$ cat config.mk
export PLATFORM = sky130hd
export DESIGN_NAME = pandas_cmp_stream
export DESIGN_NICKNAME = d
export VERILOG_FILES = /design/src/rtl/pandas_pkg.sv /design/src/rtl/pandas_cmp_stream_cmp_lane.sv /design/src/rtl/pandas_cmp_stream.sv
export SDC_FILE = /design/constraint.sdc
export NUM_CORES = 1
export LEC_CHECK = 0
export CORE_MARGIN = 3
export CORE_UTILIZATION = 50
export CTS_BUF_LIST = sky130_fd_sc_hd__clkbuf_8
export CTS_CLUSTER_DIAMETER = 60
export DETAILED_ROUTE_END_ITERATION = 8
export HOLD_SLACK_MARGIN = 0.06
export PLACE_DENSITY = 0.89
export SLEW_MARGIN = 20
export SYNTH_ARGS = -nofsm -noshare
export SYNTH_HDL_FRONTEND = slang
export SYNTH_SLANG_ARGS = --single-unit
$ cat constraint.sdc
create_clock -name clk_i -period 7.1 [get_ports clk_i]
set_input_delay 1.42 -clock clk_i [delete_from_list [all_inputs] [get_ports clk_i]]
set_output_delay 1.42 -clock clk_i [all_outputs]
set_load 0.1 [all_outputs]
$ cat src/rtl/pandas_pkg.sv
// Shared types for the streaming compare unit: op encoding, FSM states, S1 control payload
// and the one-hot cmd validity check.
package pandas_pkg;

  localparam int NUM_SIZE_DEF      = 32;
  localparam int CMD_SIZE_LOG2_DEF = 3;
  localparam int NUM_OPS           = 6;
  localparam int CMD_MAX_W         = 256;

  typedef enum logic [2:0] {
    CMP_EQ = 3'd0,
    CMP_NE = 3'd1,
    CMP_LT = 3'd2,
    CMP_LE = 3'd3,
    CMP_GT = 3'd4,
    CMP_GE = 3'd5
  } cmp_op_e;

  typedef logic [NUM_OPS-1:0] op_t;

  typedef enum logic {ST_IDLE, ST_RUN} state_e;

  // Lane-independent part of the S1 payload; operands and keep are sized by the top.
  typedef struct packed {
    logic last;
    op_t  op;
  } s1_ctl_t;

  // Exactly one of the defined op bits set, and no reserved bit set.
  function automatic logic is_valid_cmd(input logic [CMD_MAX_W-1:0] c);
    return (c[CMD_MAX_W-1:NUM_OPS] == '0) && $onehot(c[NUM_OPS-1:0]);
  endfunction

endpackage

$ cat src/rtl/pandas_cmp_stream_cmp_lane.sv
// One signed compare under a one-hot op; an all-zero op yields 0.
module cmp_lane
  import pandas_pkg::*;
#(
  parameter int NUM_SIZE = NUM_SIZE_DEF
) (
  input  logic signed [NUM_SIZE-1:0] a_i,
  input  logic signed [NUM_SIZE-1:0] b_i,
  input  op_t                        op_i,
  output logic                       res_o
);

  logic eq, lt;

  assign eq = (a_i == b_i);
  assign lt = (a_i < b_i);

  assign res_o = (op_i[CMP_EQ] &  eq)        |
                 (op_i[CMP_NE] & ~eq)        |
                 (op_i[CMP_LT] &  lt)        |
                 (op_i[CMP_LE] & (lt | eq))  |
                 (op_i[CMP_GT] & ~(lt | eq)) |
                 (op_i[CMP_GE] & ~lt);

endmodule

$ cat src/rtl/pandas_cmp_stream.sv
// Multi-lane streaming signed compare with per-column saturating popcount.
// Two register stages (S1 operands, S2 mask/count); the whole pipe freezes on output stall.
module pandas_cmp_stream
  import pandas_pkg::*;
#(
  parameter int NUM_SIZE      = NUM_SIZE_DEF,
  parameter int LANES         = 4,
  parameter int CMD_SIZE_LOG2 = CMD_SIZE_LOG2_DEF,
  parameter int CNT_W         = 32
) (
  input  logic                        clk_i,
  input  logic                        reset_ni,
  input  logic [2**CMD_SIZE_LOG2-1:0] cmd_i,
  input  logic                        in_valid_i,
  output logic                        in_ready_o,
  input  logic [LANES*NUM_SIZE-1:0]   in1_i,
  input  logic [LANES*NUM_SIZE-1:0]   in2_i,
  input  logic [LANES-1:0]            in_keep_i,
  input  logic                        in_last_i,
  output logic                        out_valid_o,
  input  logic                        out_ready_i,
  output logic [LANES-1:0]            out_mask_o,
  output logic                        out_last_o,
  output logic [CNT_W-1:0]            count_o,
  output logic                        err_o
);

  typedef struct packed {
    logic [LANES-1:0][NUM_SIZE-1:0] a;
    logic [LANES-1:0][NUM_SIZE-1:0] b;
    logic [LANES-1:0]               keep;
    s1_ctl_t                        ctl;
  } s1_t;

  state_e           state_q, state_d;
  op_t              cmd_q, op_in;
  logic             cmd_ok, first_beat, set_err, err_q;
  logic             stall, accept;
  s1_t              s1_d, s1_q;
  logic             vld1_q, vld2_q, last2_q;
  logic [LANES-1:0] res, mask_d, mask_q;
  logic [CNT_W-1:0] acc_q, acc_d, base;
  logic [CNT_W:0]   sum;

  assign stall      = vld2_q && !out_ready_i;
  assign in_ready_o = reset_ni && !stall;
  assign accept     = in_valid_i && in_ready_o;
  assign cmd_ok     = is_valid_cmd(CMD_MAX_W'(cmd_i));

  // FSM: state register
  always_ff @(posedge clk_i) begin
    if (!reset_ni) state_q <= ST_IDLE;
    else           state_q <= state_d;
  end

  // FSM: next state
  always_comb begin
    state_d = state_q;
    case (state_q)
      ST_IDLE: if (accept && !in_last_i) state_d = ST_RUN;
      ST_RUN:  if (accept &&  in_last_i) state_d = ST_IDLE;
      default: state_d = ST_IDLE;
    endcase
  end

  // FSM: outputs. A bad cmd maps to an all-zero op so every lane compares false.
  always_comb begin
    first_beat = (state_q == ST_IDLE);
    op_in      = cmd_q;
    set_err    = 1'b0;
    if (first_beat) begin
      op_in   = cmd_ok ? cmd_i[NUM_OPS-1:0] : '0;
      set_err = accept && !cmd_ok;
    end
  end

  always_ff @(posedge clk_i) begin
    if (!reset_ni) begin
      cmd_q <= '0;
      err_q <= 1'b0;
    end else begin
      if (accept && first_beat) cmd_q <= op_in;
      if (set_err)              err_q <= 1'b1;
    end
  end

  always_comb begin
    s1_d          = '0;
    s1_d.a        = in1_i;
    s1_d.b        = in2_i;
    s1_d.keep     = in_keep_i;
    s1_d.ctl.last = in_last_i;
    s1_d.ctl.op   = op_in;
  end

  for (genvar i = 0; i < LANES; i++) begin : g_lane
    cmp_lane #(.NUM_SIZE(NUM_SIZE)) u_lane (
      .a_i  (s1_q.a[i]),
      .b_i  (s1_q.b[i]),
      .op_i (s1_q.ctl.op),
      .res_o(res[i])
    );
  end

  assign mask_d = res & s1_q.keep;

  // A column's first beat starts from 0 when the beat it follows in S2 closed a column.
  always_comb begin
    base = (vld2_q && last2_q) ? '0 : acc_q;
    sum  = {1'b0, base};
    for (int i = 0; i < LANES; i++) sum = sum + (CNT_W+1)'(mask_d[i]);
    acc_d = sum[CNT_W] ? '1 : sum[CNT_W-1:0];
  end

  always_ff @(posedge clk_i) begin
    if (!reset_ni) begin
      vld1_q  <= 1'b0;
      vld2_q  <= 1'b0;
      s1_q    <= '0;
      mask_q  <= '0;
      last2_q <= 1'b0;
      acc_q   <= '0;
    end else if (!stall) begin
      vld1_q <= accept;
      vld2_q <= vld1_q;
      if (accept) s1_q <= s1_d;
      if (vld1_q) begin
        mask_q  <= mask_d;
        last2_q <= s1_q.ctl.last;
        acc_q   <= acc_d;
      end else if (vld2_q && last2_q) begin
        acc_q   <= '0;
      end
    end
  end

  assign out_valid_o = vld2_q;
  assign out_mask_o  = mask_q;
  assign out_last_o  = last2_q;
  assign count_o     = acc_q;
  assign err_o       = err_q;

endmodule

==> results.py, run 1 <==
metrics = {
    "worst_setup_path": {
        "cp_max_fo": 33,
        "path_cells": "inv_1 -> ha_1 -> nand4_1 -> nor4_1 -> nand2_1 -> mux2_2 -> a2111oi_0 -> mux2i_1 -> nand3_1 -> fa_1 -> fa_1 -> inv_1 -> fa_1 -> nand3_1 -> nor2_1 -> nand4_2 -> o21a_1 -> a21oi_1 -> o221a_1",
        "cpMostUsedCell": "fa_1",
        "arrival_ns": 6.07,
        "critPathSlowestCell": "o21a_1",
        "critical_path.endpoint_type": "register",
        "cp_data_required_time_ns": 7.61,
        "cpPeakStageDelay_ns": 0.62,
        "critical_path_class": "reg2reg",
        "critPathLaunchType": "register",
    },
    "floorplan": {
        "die-area_mm2": 0.0321,
        "die-width_um": 179,
        "fp.coreArea_mm2": 0.0292,
        "pin_count": 313,
        "start_util_pct": 51.4,
        "die_h_um": 179,
        "rows": 62,
    },
    "logic_synthesis": {
        "synth-compound-area-share_pct": 21.0,
        "yosys.area_share.simple_pct": 18.2,
        "syn_avg_cell_area_um2": 8.12,
        "synth_area_mm2": 0.0150,
        "yosysUniqueCellTypes": 59,
        "yosys_most_used_dff": "dfxtp_1",
        "syn_inst": 1847,
        "synth_edf_count": 0,
        "synthAdderAreaFrac_pct": 11.6,
        "synth_mux_area_share_pct": 0.625,
        "ys_async_sr_fraction_pct": 0,
        "ys_ff_latch": 314,
        "synth-seq-area-share_pct": 41.9,
        "syn_nets": 2256,
        "synth_top_family_by_area": "compound AO/OA/AOI/OAI gates",
        "yosysWarningCount": 0,
        "synth_xor_area_share_pct": 0.0584,
    },
    "run_status": {
        "outcome": "completed",
    },
    "placement": {
        "gp_congestion": 0.866,
        "io_buffers": 312,
        "post-place-ws_ns": 1.61,
        "dp_hpwl_um": 29800,
    },
    "sta": {
        "period_share_pct": 78.4,
        "slew_violations": 0,
        "tightestPinTransition_ns": 1.09,
        "rsz0062_at_grt": "no",
        "finalClockSkew_ns": 0.0129,
        "slew_headroom_pct": 27.7,
        "fin_crit_ns": 5.57,
        "hold_viol": 0,
        "max_freq_mhz": 180,
        "setup_viol": 0,
        "setup_slack_ns": 1.53,
        "totalNegativeSetupSlack_ns": 0,
    },
    "clocking": {
        "cts_tree": "yes",
        "clkTransAtPathRegs_ns": 0.06,
        "cts.sinks": 314,
        "cts_resized": 0,
        "clk_latency_ns": 0.56,
        "cts-root-buf": "clkbuf_8",
        "cts_hold_buf": 0,
        "cts_buffers": 51,
        "postCtsSetupRepairBufs": 0,
        "h-tree-depth": 2,
        "cts_buffer_depth": 3,
    },
    "global_routing": {
        "antenna_found_initial": 1,
        "grt_max_degree": 163,
        "grt_pass1_vias": 14100,
        "grt.total_usage_pct": 25.1,
        "grt.overflow.total": 0,
        "grt_pass1_wl_um": 66500,
    },
    "power": {
        "power_density_mw_per_mm2": 224,
        "finalPower_w": 0.00433,
        "power.leakage_nw": 7.83,
        "peakVddDrop_uv": 156,
    },
    "routing": {
        "drc": 0,
        "drt_pass1_iterations": 5,
        "via_count": 14200,
        "routed_wl_um": 42200,
        "wl_per_cell_um": 16.7,
        "ant_nets": 0,
        "via_per_inst": 5.60,
        "drtIter0Drc": 1053,
    },
    "finish": {
        "layout.nets": 2520,
        "area_delta_synth_final_pct": 28.8,
        "fillers": 2271,
        "drive_gt1_share_pct": 4.61,
    },
    "flow_run": {
        "cap_violations": 0,
    },
    "min_path": {
        "worst_hold_path_type": "reg2reg",
    },
}
[layout make-up]
cell class              count  area [µm²]  share of cell area (%)
multi-input cells        1276        7750                    40.1
clock buffers              66         908                    4.70
well taps                 384         480                    2.49
inverters                 147         554                    2.87
repair buffers            321        3220                    16.6
clock inverters            25         129                   0.667
diodes                      2        5.00                  0.0259
flip-flops and latches    314        6290                    32.5
[worst max-delay path: cells and delay by family, from the launching register on]
kind | cells | cell delay, ns
flip-flops | 1 | 0.31
AO/OA/AOI/OAI | 4 | 1.52
AND/OR/NAND/NOR | 7 | 1.66
buffers and inverters | 2 | 0.13
multiplexers | 2 | 0.48
adder cells (fa/ha/maj) | 4 | 1.41
[layer usage]
layer | global-route usage (%) | routed length (µm)
met1 | 31.2 | 17400
met2 | 43.2 | 20300
met5 | 0 | 13
met3 | 4.98 | 3150
met4 | 9.05 | 1370
[final timing paths]
check | from | endpoint | slack [ns] | cells after the start
hold / removal | cmd_q[5]$_SDFFE_PN0P_ | cmd_q[5]$_SDFFE_PN0P_ | 0.46 | 2
hold reg to reg | cmd_q[5]$_SDFFE_PN0P_ | cmd_q[5]$_SDFFE_PN0P_ | 0.46 | 2
setup reg to reg | s1_q[42]$_SDFFE_PN0P_ | count_o[29]$_SDFFE_PN0N_ | 1.53 | 19
setup / recovery | s1_q[42]$_SDFFE_PN0P_ | count_o[29]$_SDFFE_PN0N_ | 1.53 | 19
[cells by family (layout without fill, tap and decap cells)]
logic type,after synthesis,in the layout
AND/OR/NAND/NOR,633,633
AO/OA/AOI/OAI,497,497
flip-flops,314,314
buffers and inverters,257,559
adder cells (fa/ha/maj),136,136
multiplexers,9,9
XOR/XNOR,1,1
other,0,2
[sequential cells by signal (all words and copies together) (netlist names), named ones only]
signal and cells:
out_mask_o 4, cmd_q 6, out_valid_o 1, vld1_q 1
count_o 32, s1_q 267, out_last_o 1, err_o 1
[per-stage QoR]
step                util [%]  hold WS (ns)  instances  cell area (µm²)
finish                  66.3         0.456       2535            19300
global route            66.2         0.470       2533            19300
CTS                     66.2         0.455       2533            19300
detailed placement      62.7         0.447       2442            18300
global placement        62.7         0.441       2442            18300
floorplan                  -         0.432       1847            15000
[synthesized netlist by cell type, drive strengths merged, types with 2 or more instances]
master | n | share of area, %
a2111o | 2 | 0.15
a2111oi | 3 | 0.18
a211o | 2 | 0.12
a211oi | 2 | 0.10
a21boi | 2 | 0.10
a21o | 14 | 0.70
a21oi | 103 | 3.5
a221o | 5 | 0.33
a31oi | 9 | 0.38
a41o | 3 | 0.20
a41oi | 2 | 0.12
and2 | 7 | 0.29
and3 | 11 | 0.46
and4 | 6 | 0.36
buf | 6 | 0.24
clkbuf | 104 | 2.6
dfxtp | 314 | 42
fa | 6 | 0.80
ha | 130 | 11
inv | 147 | 3.7
mux2 | 3 | 0.23
mux2i | 6 | 0.40
nand2 | 451 | 11
nand2b | 4 | 0.17
nand3 | 43 | 1.4
nand4 | 32 | 1.4
nor2 | 41 | 1.0
nor2b | 9 | 0.38
nor3 | 12 | 0.40
nor4 | 7 | 0.49
o211a | 9 | 0.60
o211ai | 7 | 0.35
o21a | 3 | 0.15
o21ai | 179 | 6.0
o221a | 13 | 0.98
o31a | 2 | 0.18
o31ai | 132 | 6.6
or3 | 6 | 0.28
[layout by cell type (no fill, tap or decap), types with 6 or more instances in the layout]
master,instances
and3_1,10
a21o_1,14
mux2i_1,6
o31ai_1,132
fa_1,6
nand4_1,30
nor2b_1,9
o21ai_0,174
a31oi_1,9
inv_1,168
a21oi_1,101
clkbuf_8,66
and2_1,7
o211ai_1,7
nand3_1,43
clkdlybuf4s50_1,311
nand2_1,451
buf_4,7
dfxtp_1,314
o211a_1,9
ha_1,130
nor3_1,11
o221a_1,9
nor2_1,41
[where the power goes]
part | switching, W | internal [W] | leakage, nW | total [W]
Sequential | 0.0000629 | 0.00189 | 2.59 | 0.00195
Combinational | 0.000454 | 0.000358 | 4.63 | 0.000811
Clock | 0.000704 | 0.000864 | 0.611 | 0.00157
(Power assumes the default switching activity.)
==> run 2: changes to the inputs <==
--- a/config.mk
+++ b/config.mk
@@ -6,12 +6,12 @@
 export NUM_CORES = 1
 export LEC_CHECK = 0
 export CORE_MARGIN = 3
-export CORE_UTILIZATION = 50
+export CORE_UTILIZATION = 48
 export CTS_BUF_LIST = sky130_fd_sc_hd__clkbuf_8
 export CTS_CLUSTER_DIAMETER = 60
 export DETAILED_ROUTE_END_ITERATION = 8
 export HOLD_SLACK_MARGIN = 0.06
-export PLACE_DENSITY = 0.89
+export PLACE_DENSITY = 0.9
 export SLEW_MARGIN = 20
 export SYNTH_ARGS = -nofsm -noshare
 export SYNTH_HDL_FRONTEND = slang
==> constraint.sdc (replaced) <==
create_clock -name clk_i -period 5.1 [get_ports clk_i]
set_input_delay 1.02 -clock clk_i [delete_from_list [all_inputs] [get_ports clk_i]]
set_output_delay 1.02 -clock clk_i [all_outputs]
set_load 0.1 [all_outputs]
==> results.py, run 2 (synthesis results as in run 1) <==
metrics = {
    "global_routing": {
        "grt.overflow.total": 0,
        "grt_max_degree": 108,
        "antenna_found_initial": 1,
        "grt_pass1_wl_um": 68400,
        "grt.total_usage_pct": 24.4,
        "grt_pass1_vias": 14300,
    },
    "worst_setup_path": {
        "r2r_end": "count_o[12]$_SDFFE_PN0N_",
        "critical_path.endpoint_type": "register",
        "arrival_ns": 5.37,
        "reg2reg_slack_ns": 0.22,
        "critical_path_class": "reg2reg",
        "cp_data_required_time_ns": 5.59,
        "r2r_start": "s1_q[124]$_SDFFE_PN0P_",
        "cp_max_fo": 18,
        "reg2reg_depth": 20,
        "critPathLaunchType": "register",
    },
    "clocking": {
        "clk_latency_ns": 0.56,
        "cts.sinks": 314,
        "cts_tree": "yes",
        "cts_buffers": 52,
        "cts_buffer_depth": 3,
        "clkTransAtPathRegs_ns": 0.06,
        "h-tree-depth": 2,
        "cts-root-buf": "clkbuf_8",
    },
    "routing": {
        "drtIter0Drc": 934,
        "m1WireLength_um": 18000,
        "wl_per_cell_um": 16.9,
        "highest_layer": "met4",
        "drc": 0,
        "via_per_inst": 5.57,
        "route.met3.wl_um": 3040,
        "drt_pass1_iterations": 5,
        "wl_met2_um": 20600,
        "routed_wl_um": 43300,
        "ant_nets": 0,
        "via_count": 14300,
    },
    "sta": {
        "totalNegativeSetupSlack_ns": 0,
        "setup_viol": 0,
        "fin_crit_ns": 4.88,
        "slew_headroom_pct": 28.6,
        "finalClockSkew_ns": 0.0165,
        "slew_violations": 0,
        "period_share_pct": 95.6,
        "tightestPinTransition_ns": 1.07,
        "hold_viol": 0,
        "max_freq_mhz": 205,
    },
    "finish": {
        "layout.nets": 2539,
        "final_area_mm2": 0.0195,
        "final_core_util_pct": 63.6,
        "top_register": "s1_q",
        "final_common_cell": "nand2_1",
        "drive_gt1_share_pct": 5.83,
        "largest_reg_flops": 267,
        "final_cell_mix": "nand2_1, dfxtp_1, clkdlybuf4s50_1",
        "area_delta_synth_final_pct": 30.0,
        "fillers": 2389,
    },
    "power": {
        "power_density_mw_per_mm2": 306,
        "power.leakage_nw": 7.92,
        "finalPower_w": 0.00597,
        "peakVddDrop_uv": 223,
    },
    "floorplan": {
        "fp.coreArea_mm2": 0.0307,
        "rows": 64,
        "start_util_pct": 48.9,
        "die-width_um": 183,
        "die-area_mm2": 0.0334,
        "pin_count": 313,
        "die_h_um": 183,
    },
    "run_status": {
        "outcome": "completed",
    },
    "min_path": {
        "worst_hold_path_type": "reg2reg",
        "min_delay_path_depth": 2,
        "worstHoldEndpoint": "cmd_q[1]$_SDFFE_PN0P_",
        "hold_start": "cmd_q[1]$_SDFFE_PN0P_",
    },
    "placement": {
        "io_buffers": 312,
        "gp_congestion": 0.888,
        "dp_hpwl_um": 30800,
        "post_dp_cell_area_mm2": 0.0185,
    },
    "flow_run": {
        "cap_violations": 0,
    },
}
-- run 2: changes by cell type in the layout (fill, tap and decap cells not counted), moves of 3 or more --
cell,change
buf_4,+17
nor4_2,+4
clkinv_2,+3
inv_1,-3
nor4_1,-4
-- run 2: how the worst max path moves through the flow --
| stage | from | to | slack, ns | cells after the start |
|---|---|---|---|---|
| 2_1_floorplan | s1_q[124]$_SDFFE_PN0P_ | count_o[22]$_SDFFE_PN0N_ | 0.35 | 18 |
| 3_3_place_gp | s1_q[124]$_SDFFE_PN0P_ | count_o[22]$_SDFFE_PN0N_ | 0.12 | 18 |
| 3_5_place_dp | s1_q[42]$_SDFFE_PN0P_ | count_o[22]$_SDFFE_PN0N_ | -0.02 | 19 |
| 4_1_cts | s1_q[124]$_SDFFE_PN0P_ | count_o[10]$_SDFFE_PN0N_ | 0.07 | 19 |
| 5_1_grt | s1_q[42]$_SDFFE_PN0P_ | count_o[13]$_SDFFE_PN0N_ | -0.06 | 20 |
| 6_report | s1_q[124]$_SDFFE_PN0P_ | count_o[12]$_SDFFE_PN0N_ | 0.22 | 20 |
-- run 2: power breakdown --
group | leakage [nW] | internal [W] | total [W] | switching, W
sequential | 2.59 | 0.00263 | 0.00272 | 0.0000884
clock | 0.573 | 0.00112 | 0.00210 | 0.000979
combinational | 4.75 | 0.000510 | 0.00115 | 0.000643
total | 7.92 | 0.00425 | 0.00597 | 0.00171
-- run 2: layer usage --
layer  up-vias  GRT usage [%]
met4         0           10.3
met1      6661           30.3
li1       6962              -
met3       123           4.66
met2       512           41.6
met5         -              0
-- run 2: worst max-delay path: stages, from the launching register on --
cell,delay [ns]
dfxtp_1,0.31
inv_1,0.05
ha_1,0.30
a21oi_1,0.16
o21ai_1,0.08
a221o_1,0.35
a2111o_1,0.44
or3_4,0.35
a211o_1,0.31
nand3_1,0.11
fa_1,0.45
fa_2,0.38
inv_1,0.08
fa_1,0.23
nand3_4,0.13
nor2_4,0.19
nand4_4,0.14
o21a_1,0.22
buf_4,0.19
a21oi_1,0.14
o221a_1,0.19
-- run 2: metrics by stage --
step	setup slack, ns	std cells	hold WS [ns]
2_1_floorplan	0.354	1847	0.432
3_3_place_gp	0.125	2472	0.441
3_5_place_dp	-0.0182	2472	0.447
4_1_cts	0.0729	2558	0.456
5_1_grt	-0.0619	2559	0.479
6_report	0.224	2559	0.457
-- run 2: final cells by class --
type / instances / area [µm²] / area share (%)
inverter: 147 / 554 / 2.84
sequential: 314 / 6290 / 32.2
clock inverter: 22 / 86.3 / 0.443
clock buffer: 64 / 881 / 4.52
tap: 396 / 495 / 2.54
antenna: 1 / 2.50 / 0.0128
timing repair buffer: 339 / 3370 / 17.3
multi-input combinational: 1276 / 7830 / 40.1
-- run 2: repair_timing --
action | 4_1_cts | 5_1_grt
hold buffers | 0 | 0
hold endpoints to repair | 0 | 0
buffers inserted | 0 | 0
pin swaps | 0 | 5
gates cloned | 0 | 0
resized for setup | 1 | 15
endpoints found under the setup margin | 1 | 32
